[src/rtl/pcs_tx_oset_sequencer.sv]
// pcs_tx_oset_sequencer: selects the 1000BASE-X ordered set for each transmit code-group slot
module pcs_tx_oset_sequencer #(
    parameter int MIN_IDLE = 1
) (
    input  logic       GTX_CLK,
    input  logic       mr_main_reset,
    input  logic       TX_EN,
    input  logic       TX_ER,
    input  logic [7:0] TXD,
    output logic [2:0] tx_o_set,
    output logic [7:0] tx_data,
    output logic       tx_even,
    output logic       transmitting,
    output logic       TX_OSET_indicate
);
    // state codes double as the tx_o_set encoding, except EPD_R3 which shows as /R/
    localparam logic [2:0] IDLE_K = 3'd0;
    localparam logic [2:0] IDLE_D = 3'd1;
    localparam logic [2:0] SOP    = 3'd2;
    localparam logic [2:0] DATA   = 3'd3;
    localparam logic [2:0] EOP_T  = 3'd4;
    localparam logic [2:0] EPD_R  = 3'd5;
    localparam logic [2:0] ERR    = 3'd6;
    localparam logic [2:0] EPD_R3 = 3'd7;
    localparam logic [3:0] IDLE_LOAD = 4'(MIN_IDLE - 1);

    logic [2:0] r_state;
    logic [2:0] w_nxt;
    logic [3:0] r_cnt;
    logic [3:0] w_cnt_nxt;
    logic       r_even;
    logic [2:0] r_o_set;
    logic [7:0] r_data;
    logic       r_tx;
    logic       r_ind;

    // next-slot decision; a start needs the counter already at zero so MIN_IDLE full /I/ sets precede /S/
    always_comb begin
        w_nxt     = IDLE_K;
        w_cnt_nxt = r_cnt;
        case (r_state)
            IDLE_K: w_nxt = IDLE_D;
            IDLE_D: begin
                w_nxt     = (TX_EN && r_cnt == 4'd0) ? SOP : IDLE_K;
                w_cnt_nxt = (r_cnt == 4'd0) ? 4'd0 : r_cnt - 4'd1;
            end
            SOP, DATA, ERR: w_nxt = !TX_EN ? EOP_T : (TX_ER ? ERR : DATA);
            EOP_T: w_nxt = EPD_R;
            EPD_R: begin
                w_nxt     = (!TX_EN && TX_ER) ? EPD_R : (r_even ? EPD_R3 : IDLE_K);
                w_cnt_nxt = (w_nxt == IDLE_K) ? IDLE_LOAD : r_cnt;
            end
            default: begin
                w_nxt     = IDLE_K;
                w_cnt_nxt = IDLE_LOAD;
            end
        endcase
    end

    // state, parity and registered slot outputs derived from the state being entered
    always_ff @(posedge GTX_CLK or posedge mr_main_reset) begin
        if (mr_main_reset) begin
            r_state <= IDLE_K;
            r_cnt   <= 4'd0;
            r_even  <= 1'b1;
            r_o_set <= 3'd0;
            r_data  <= 8'h00;
            r_tx    <= 1'b0;
            r_ind   <= 1'b0;
        end else begin
            r_state <= w_nxt;
            r_cnt   <= w_cnt_nxt;
            r_even  <= ~r_even;
            r_o_set <= (w_nxt == EPD_R3) ? EPD_R : w_nxt;
            r_data  <= (w_nxt == DATA) ? TXD : 8'h00;
            r_tx    <= (w_nxt == SOP) || (w_nxt == DATA) || (w_nxt == ERR) || (w_nxt == EOP_T);
            r_ind   <= (w_nxt != IDLE_K);
        end
    end

    assign tx_o_set         = r_o_set;
    assign tx_data          = r_data;
    assign tx_even          = r_even;
    assign transmitting     = r_tx;
    assign TX_OSET_indicate = r_ind;

    // idle sequence alignment: IDLE_K must only ever occupy an even slot
    a_idle_k_even: assert property (@(posedge GTX_CLK) disable iff (mr_main_reset)
        (r_state != IDLE_K) || r_even);
endmodule

[config.mk]
export PLATFORM = sky130hd
export DESIGN_NAME = pcs_tx_oset_sequencer
export DESIGN_NICKNAME = d
export VERILOG_FILES = /design/src/rtl/pcs_tx_oset_sequencer.sv
export SDC_FILE = /design/constraint.sdc
export NUM_CORES = 1
export LEC_CHECK = 0
export ABC_AREA = 1
export CORE_ASPECT_RATIO = 1.5
export CORE_MARGIN = 5
export CORE_UTILIZATION = 40
export DETAILED_ROUTE_END_ITERATION = 10
export PLACE_DENSITY = 0.73
export SLEW_MARGIN = 40
export SYNTH_ARGS = -nofsm -noshare
export SYNTH_HDL_FRONTEND = slang
export SYNTH_SLANG_ARGS = --single-unit
[constraint.sdc]
create_clock -name GTX_CLK -period 1 [get_ports GTX_CLK]
set_input_delay 0.2 -clock GTX_CLK [delete_from_list [all_inputs] [get_ports GTX_CLK]]
set_output_delay 0.2 -clock GTX_CLK [all_outputs]
set_load 0.005 [all_outputs]
After elaboration in Yosys (flattened, before gate mapping) --
Index checks and enable logic that the tools add are counted. W data, S select, Z words.
Word-level totals: register bits 21, bits of input ports 12, output and inout port bits 14, logic and storage cells 46
Cells by class: add/sub/neg operators 1, equal/unequal tests 12, multiplexer cells 11, bitwise gates (word level) 2, reduce and logical (&&, ||, !) cells 13
Operators by type and width (count):
- $eq A3 B3 Y1 const B | 6
- $mux W3 | 5
- $pmux W3 S5 | 1
- $eq A3 B2 Y1 const B | 4
- $pmux W4 S3 | 1
- $mux W4 | 2
- $mux W8 | 1
- $logic_not A3 Y1 | 2
- $reduce_or A5 Y1 | 1
- $logic_not A4 Y1 | 1
- $sub A4 B1 Y4 const B | 1
- $eq A3 B1 Y1 const B | 1
- $logic_or A1 B1 Y1 | 3
- $reduce_bool A3 Y1 | 1
- $reduce_or A3 Y1 | 1
- $logic_and A1 B1 Y1 | 2
- $mux W2 | 1
- $ne A2 B2 Y1 const B | 1
- $not A1 Y1 | 2
- $reduce_and A2 Y1 | 1
- $logic_not A1 Y1 | 1

Depth between registers and ports, before layout --
word-level depth 8, mapped depth 9, mapped depth without buffers 9

Worst setup path after synthesis --
No wires, ideal clock.
path type register to register, start register r_cnt[0], end register r_tx, in the netlist transmitting, arrival time 1024 ps, slack -89 ps, cell stages (with the launch flop) 9, path buffers 0, path through dfrtp_1 -> inv_1 -> ha_1 -> nand2_1 -> nor2_1 -> nand2_2 -> nand3_2 -> nand2_1 -> nand2_1
Between the ends: cells in the longest elaborated chain, start to end 8, elaborated cells between the ends (all ways) 11, classes of those cells eq/ne (4); mux (2); reduce/logical (5)
RTL lines:
- start: declaration | RTL line 29 | logic [3:0] r_cnt;
- start signal: assignment | RTL line 72 | r_cnt <= w_cnt_nxt;
- $logic_not A4 Y1 (*) | RTL line 44 | w_nxt = (TX_EN && r_cnt == 4'd0) ? SOP : IDLE_K;
- $logic_and A1 B1 Y1 (*) | RTL line 44
- $mux W2 (*) | RTL line 44
- $pmux W3 S5 (*) | RTL line 41 | case (r_state)
- named net w_nxt[1] | RTL line 28 | logic [2:0] w_nxt;
- $eq A3 B2 Y1 | RTL line 76 | r_tx <= (w_nxt == SOP) || (w_nxt == DATA) || (w_nxt == ERR) || (w_nxt == EOP_T);
- $logic_or A1 B1 Y1 (2 in a row) | RTL line 76
- $logic_or A1 B1 Y1 (*) | RTL line 76
- end signal: assignment | RTL line 76
- end: declaration | RTL line 34 | logic r_tx;
The timed path passes the listed nets; every way through them passes the cells marked *. A chain may end at the register's enable or synchronous reset.

==> metrics.md <==
| Metric | Value |
|---|---|
| Outcome | finished with violations |
| Violated checks | setup timing |
| TritonCTS clock tree | built |
| Hold violation total from the final report | 0 |
| Post-Synthesis Mean Instance Area | 8.66 um^2 |
| Final setup violation count | 24 |
| Htree depth | 1 |
| Initial Utilization | 41.8% |
| Initial antenna violation count | 0 |
| Later-pin clock latency in the skew report | 290 ps |
| Actual transition at the worst max-transition pin | 247 ps |
| Floorplan die area | 3190 um^2 |
| WL/cell | 12.4 um |
| Relative max-transition margin | 83.5% |
| Crit path arrival time | 1360 ps |
| Post-route insts no fill | 167 |
| Setup skew after layout | 1.20 ps |
| Leading post-synthesis cells by cell area | sky130_fd_sc_hd__dfrtp_1 55%, sky130_fd_sc_hd__nand2_1 11%, sky130_fd_sc_hd__inv_1 7.9% |
| Grt ovf | 0 |
| Total power of the final layout | 3.33 mW |
| Worst Path Class, Setup | flip-flop to flip-flop |
| Maximum number of pins on one net before global-route repair | 21 |
| Synth Net Count | 112 |
| Maximum clock insertion buffer count | 2 |
| Global-route total usage across every layer | 14.4% |
| Top_reg_cell synth | sky130_fd_sc_hd__dfrtp_1 |
| Share of the clock period used by the worst path after layout | 118% |
| Synthesized instance count | 99 |
| Port Buffers | 25 |
| Share of async-settable or async-resettable flops after synthesis | 100% |
| Clock sink total | 20 |
| Hold/Removal Path Class | input port to async pin |
| Core Box Area | 2050 um^2 |
| Data required, critical path | 1180 ps |
| Highest ir drop seen on vdd | 1360 uV |
| Peak Freq | 0.849 GHz |
| Standard-cell rows | 20 |
| Final Max Slew Viols | 0 |
| Power per cell area | 2380 nW/um^2 |
| Post-synth EDFFs | 0 |
| Wire length after detailed routing | 2070 um |
| Final net count | 159 |
| Area of the mapped netlist | 857 um^2 |
| Worst setup margin | -178 ps |
| Leading area contributor after synthesis | sky130_fd_sc_hd__dfrtp_1 |
| DRC violation count after routing | 0 |
| Number of maximum-capacitance constraint violations | 0 |
| Warnings, synthesis | 0 |
| Global-route wire length before repair | 3280 um |
| Cell count after placement | 157 |
| Vias in the first global route | 792 |
| Total I/O pin count | 26 |
| Post-synth top cells | 24 x sky130_fd_sc_hd__nand2_1, 19 x sky130_fd_sc_hd__dfrtp_1, 18 x sky130_fd_sc_hd__inv_1, 18 x sky130_fd_sc_hd__nor2_1, 5 x sky130_fd_sc_hd__nand2_2 |
| Final-layout fill cell count | 156 |
| Leakage | 0.784 nW |
| Largest driver fanout on the critical path | 4 |
| Diodes inserted | 0 |
| Clk pin slew, worst setup/hold paths | 110 ps |
| Setup Total Neg Slack | -1430 ps |
| Final period demand of the worst path | 1180 ps |
| Dominant cell by count in the synthesized netlist | sky130_fd_sc_hd__nand2_1 |
| Post-synthesis register bit count | 20 |
| Area share of the largest cell type after synthesis | 55.5% |
| Router iterations before antenna repair | 2 |
| TritonCTS Buffers | 3 |
| Die span in y | 66.7 um |
| Number of design-rule violations left by the first detailed-router iteration | 21 |
| Critical Path Start Type | flip-flop |
| Critical Path End Type | flip-flop |
| Post-synthesis cell type count | 17 |
| Sequential area share after synthesis | 58.5% |
| Number of nets with antenna violations after routing | 0 |
| Total via count in the routed design | 762 |
| Unrepaired setup endpoints after global routing | yes |
| Fraction of final layout cells sized beyond drive strength 1 | 51.0% |
| Area growth, synth to finish | 63.5% |
| Final GP Congestion | 0.774 |
| Root buf cell | sky130_fd_sc_hd__clkbuf_4 |
| Vias per std cell | 4.56 |
| Post-detail-place hpwl | 1370 um |
| Die Width | 47.8 um |
-- cells by family (layout without fill, tap and decap cells) --
logic type	Yosys count	in the layout	share of synthesized area [%]
buf+inv	22	67	10.1
xor+xnor	2	2	2.04
flops	20	20	58.5
fa+ha+maj	1	1	1.46
simple gates	54	55	27.9
-- cell usage in the layout (no fill, tap or decap) --
| master | netlist | layout |
|---|---|---|
| sky130_fd_sc_hd__dfstp_2 | 1 | 1 |
| sky130_fd_sc_hd__buf_6 | 0 | 2 |
| sky130_fd_sc_hd__nor2_4 | 0 | 5 |
| sky130_fd_sc_hd__nand3_1 | 2 | 2 |
| sky130_fd_sc_hd__ha_4 | 0 | 1 |
| sky130_fd_sc_hd__nand4_1 | 1 | 1 |
| sky130_fd_sc_hd__inv_2 | 3 | 4 |
| sky130_fd_sc_hd__xnor2_1 | 1 | 1 |
| sky130_fd_sc_hd__clkbuf_4 | 0 | 3 |
| sky130_fd_sc_hd__buf_2 | 0 | 14 |
| sky130_fd_sc_hd__nand2_8 | 0 | 1 |
| sky130_fd_sc_hd__dfrtp_2 | 0 | 1 |
| sky130_fd_sc_hd__xor2_1 | 1 | 1 |
| sky130_fd_sc_hd__nor3_4 | 0 | 1 |
| sky130_fd_sc_hd__and2_1 | 1 | 1 |
| sky130_fd_sc_hd__buf_12 | 0 | 1 |
| sky130_fd_sc_hd__inv_8 | 0 | 1 |
| sky130_fd_sc_hd__nand2_4 | 0 | 6 |
| sky130_fd_sc_hd__nand2_1 | 24 | 18 |
| sky130_fd_sc_hd__nor2_1 | 18 | 3 |
| sky130_fd_sc_hd__nor2_2 | 0 | 10 |
| sky130_fd_sc_hd__inv_4 | 0 | 2 |
| sky130_fd_sc_hd__buf_4 | 1 | 14 |
| sky130_fd_sc_hd__nand2_2 | 5 | 5 |
| sky130_fd_sc_hd__dfrtp_1 | 19 | 18 |
| sky130_fd_sc_hd__nand3_2 | 1 | 1 |
| sky130_fd_sc_hd__nand3b_1 | 1 | 1 |
| sky130_fd_sc_hd__clkdlybuf4s50_1 | 0 | 11 |
| sky130_fd_sc_hd__inv_1 | 18 | 14 |
| sky130_fd_sc_hd__clkbuf_8 | 0 | 1 |
-- flip-flops by register name (all words and copies together) (netlist names) --
register / flops
tx_data: 8
r_cnt: 4
tx_o_set: 3
r_state: 2
TX_OSET_indicate: 1
transmitting: 1
tx_even: 1
-- what timing repair did --
| item | CTS | global route |
|---|---|---|
| setup endpoints to repair | 32 | 34 |
| pin swaps | 7 | 5 |
| setup buffers | 4 | 2 |
| hold buffers | 0 | 0 |
| gates cloned | 1 | 0 |
| resized for setup | 82 | 19 |
-- final cells by class --
class	count	area, um^2	share of cell area, %
inverters	21	91.3	6.52
repair buffers	42	328	23.4
well taps	22	27.5	1.96
clock buffers	4	36.3	2.59
flip-flops and latches	20	503	35.9
multi-input cells	58	415	29.6
-- stage by stage --
step                      instance area [um^2]  hold WS, ps  utilization [%]  setup slack, ps
after CTS                                 1320          212             64.5             -154
final                                     1400          209             68.3             -178
after global placement                    1240          474             60.3             -362
after floorplan                            865          163                -            -72.2
after global routing                      1400          228             68.3             -240
after detailed placement                  1240          464             60.3             -393
-- worst paths after layout --
path                                     to  cells after the start  slack (ps)           from
max                        TX_OSET_indicate                      8        -180    tx_o_set[2]
max reg2reg                TX_OSET_indicate                      8        -180    tx_o_set[2]
min in group GTX_CLK             tx_data[0]                      3         410         TXD[0]
max in group asynchronous           tx_even                      3         580  mr_main_reset
min reg2reg                        r_cnt[1]                      2         530       r_cnt[1]
min                              tx_data[1]                      3         210  mr_main_reset
-- worst max-delay path, stage by stage, from the launching register on --
cell and delay, ps:
sky130_fd_sc_hd__dfrtp_1 400, sky130_fd_sc_hd__buf_6 140, sky130_fd_sc_hd__inv_4 40, sky130_fd_sc_hd__nor2_2 30, sky130_fd_sc_hd__nand2_2 80, sky130_fd_sc_hd__nand2_2 70
sky130_fd_sc_hd__buf_4 130, sky130_fd_sc_hd__nor2_2 90, sky130_fd_sc_hd__nand4_1 90
-- power by group --
group          switching (mW)  leakage [nW]  total [mW]  internal [mW]
Sequential              0.134         0.262        1.15           1.01
Combinational           0.907         0.501        1.72          0.809
Clock                   0.246        0.0210       0.467          0.222
-- metal layers --
metal	up-vias	GRT usage (%)	wire length (um)
li1	381	-	-
met4	0	4.04	34
met3	4	1.62	46
met2	7	27.3	1230
met1	370	15.5	752
met5	-	0	0
Note: power is estimated with default switching activity, not from simulation.
==> variant (same settings) <==
Register the output `tx_data` once more, without a reset; this adds one clock of latency there. The other outputs are not delayed to match.
--- a/src/rtl/pcs_tx_oset_sequencer.sv
+++ b/src/rtl/pcs_tx_oset_sequencer.sv
@@ -80,5 +80,7 @@
 
     assign tx_o_set         = r_o_set;
-    assign tx_data          = r_data;
+    always_ff @(posedge GTX_CLK) begin
+        tx_data <= r_data;
+    end
     assign tx_even          = r_even;
     assign transmitting     = r_tx;
Formal check against the unedited RTL: not equivalent (Yosys sat finds a counterexample within 4 cycles, from zero or initial values and one cycle with mr_main_reset high).
==> variant against the original RTL <==
The run still ends with negative setup slack left. Routed wire length increased by 8.1%. Core utilization is 6.4 points lower. Final area is 11% higher. Via count grew 8.8%. Total power up 19%. Global-route usage fell by 1.1 points. Count of clock-buffer cells in the layout decreased by 1. Register-to-register slack gained 0.02 ns. Area after synthesis is 23% higher. Setup slack worse by 0.024 ns. Largest cell class unchanged. Sequential cell count up 8. Critical path type is now flop to output pin. Critical endpoint is now tx_even.
==> variant: results (changes against the original RTL) <==
clock slew at reported path FFs=0.15 ns (+0.04 ns); Vias per Instance=4.43 (-2.8%); Fin Clk Skew=0.0121 ns (+0.0109 ns); synth top area cells=dfrtp_1, dfxtp_1, nand2_1; worst setup path endpoint=tx_even; final setup violating endpoints=24 (unchanged); Slowest cell on crit path=dfstp_2; layout cells sized above 1=0.450 (-0.0600); routing usage on met3=0.0184 (+0.00219); Sw Share=0.354 (-0.0323); final setup margin=-0.203 ns (-0.0244 ns); Crit Reg-Reg Endpoint=r_cnt[2]; Max VDD drop=1.56 mV (+15%); Reg-to-Reg Start=tx_even; Post-Place Cells=178 (+13%); met1 wire length=813 um (+8.1%); hold_ws=0.346 ns (+0.137 ns); Syn Nets=121 (+8.0%); Worst EP arrival=1.00 ns (-0.36 ns); grt met1 use=0.131 (-0.0238); top cells by count, synth=nand2_1, dfrtp_1, inv_1; number of global-route vias before repair=873 (+10%); fillcell total=214 (+37%); post-route insts no fill=187 (+12%); R2R Setup Slk=-0.16 ns (+0.02 ns); DP Wirelength=1.59 mm (+16%); failing checks=negative setup slack; hold_buf cts=1 (+1); met3 routed WL=99 um (+120%); status=finished with violations; setup bufs post-CTS=2 (-2); Post-Synth XOR/XNOR Area=0.00828 (-0.0122); Rel. slew slack=0.816 (-0.0188); synthesized netlist cell count=108 (+9.1%)
variant: cell types whose count changed in the layout (fill, tap and decap cells not counted), moves of 2 or more:
cell and change:
nand3_4 +2, inv_2 +2, nand2_4 -2, nand2_2 +2, buf_4 -3, nor2_2 -3, inv_1 -2, inv_4 -2
buf_6 +2, dfxtp_1 +8, nor2_1 +5, nand3_1 -2, nor2_4 -4
variant: power by group through the flow:
stage          Sequential, uW  Clock, uW  Combinational, uW
2_1_floorplan            1530          0                852
3_3_place_gp             1520          0               1380
3_5_place_dp             1520          0               1430
4_1_cts                  1510        763               1470
5_1_grt                  1560        798               1900
6_report                 1530        746               1690
variant: layout make-up:
| class | instances | area, sq um | share of cell area |
|---|---|---|---|
| tap | 36 | 45.0 | 0.0291 |
| clock buffer | 3 | 22.5 | 0.0145 |
| clock inverter | 1 | 30.0 | 0.0194 |
| timing repair buffer | 40 | 313 | 0.202 |
| inverter | 18 | 67.6 | 0.0436 |
| multi-input combinational | 61 | 409 | 0.264 |
| sequential | 28 | 663 | 0.428 |
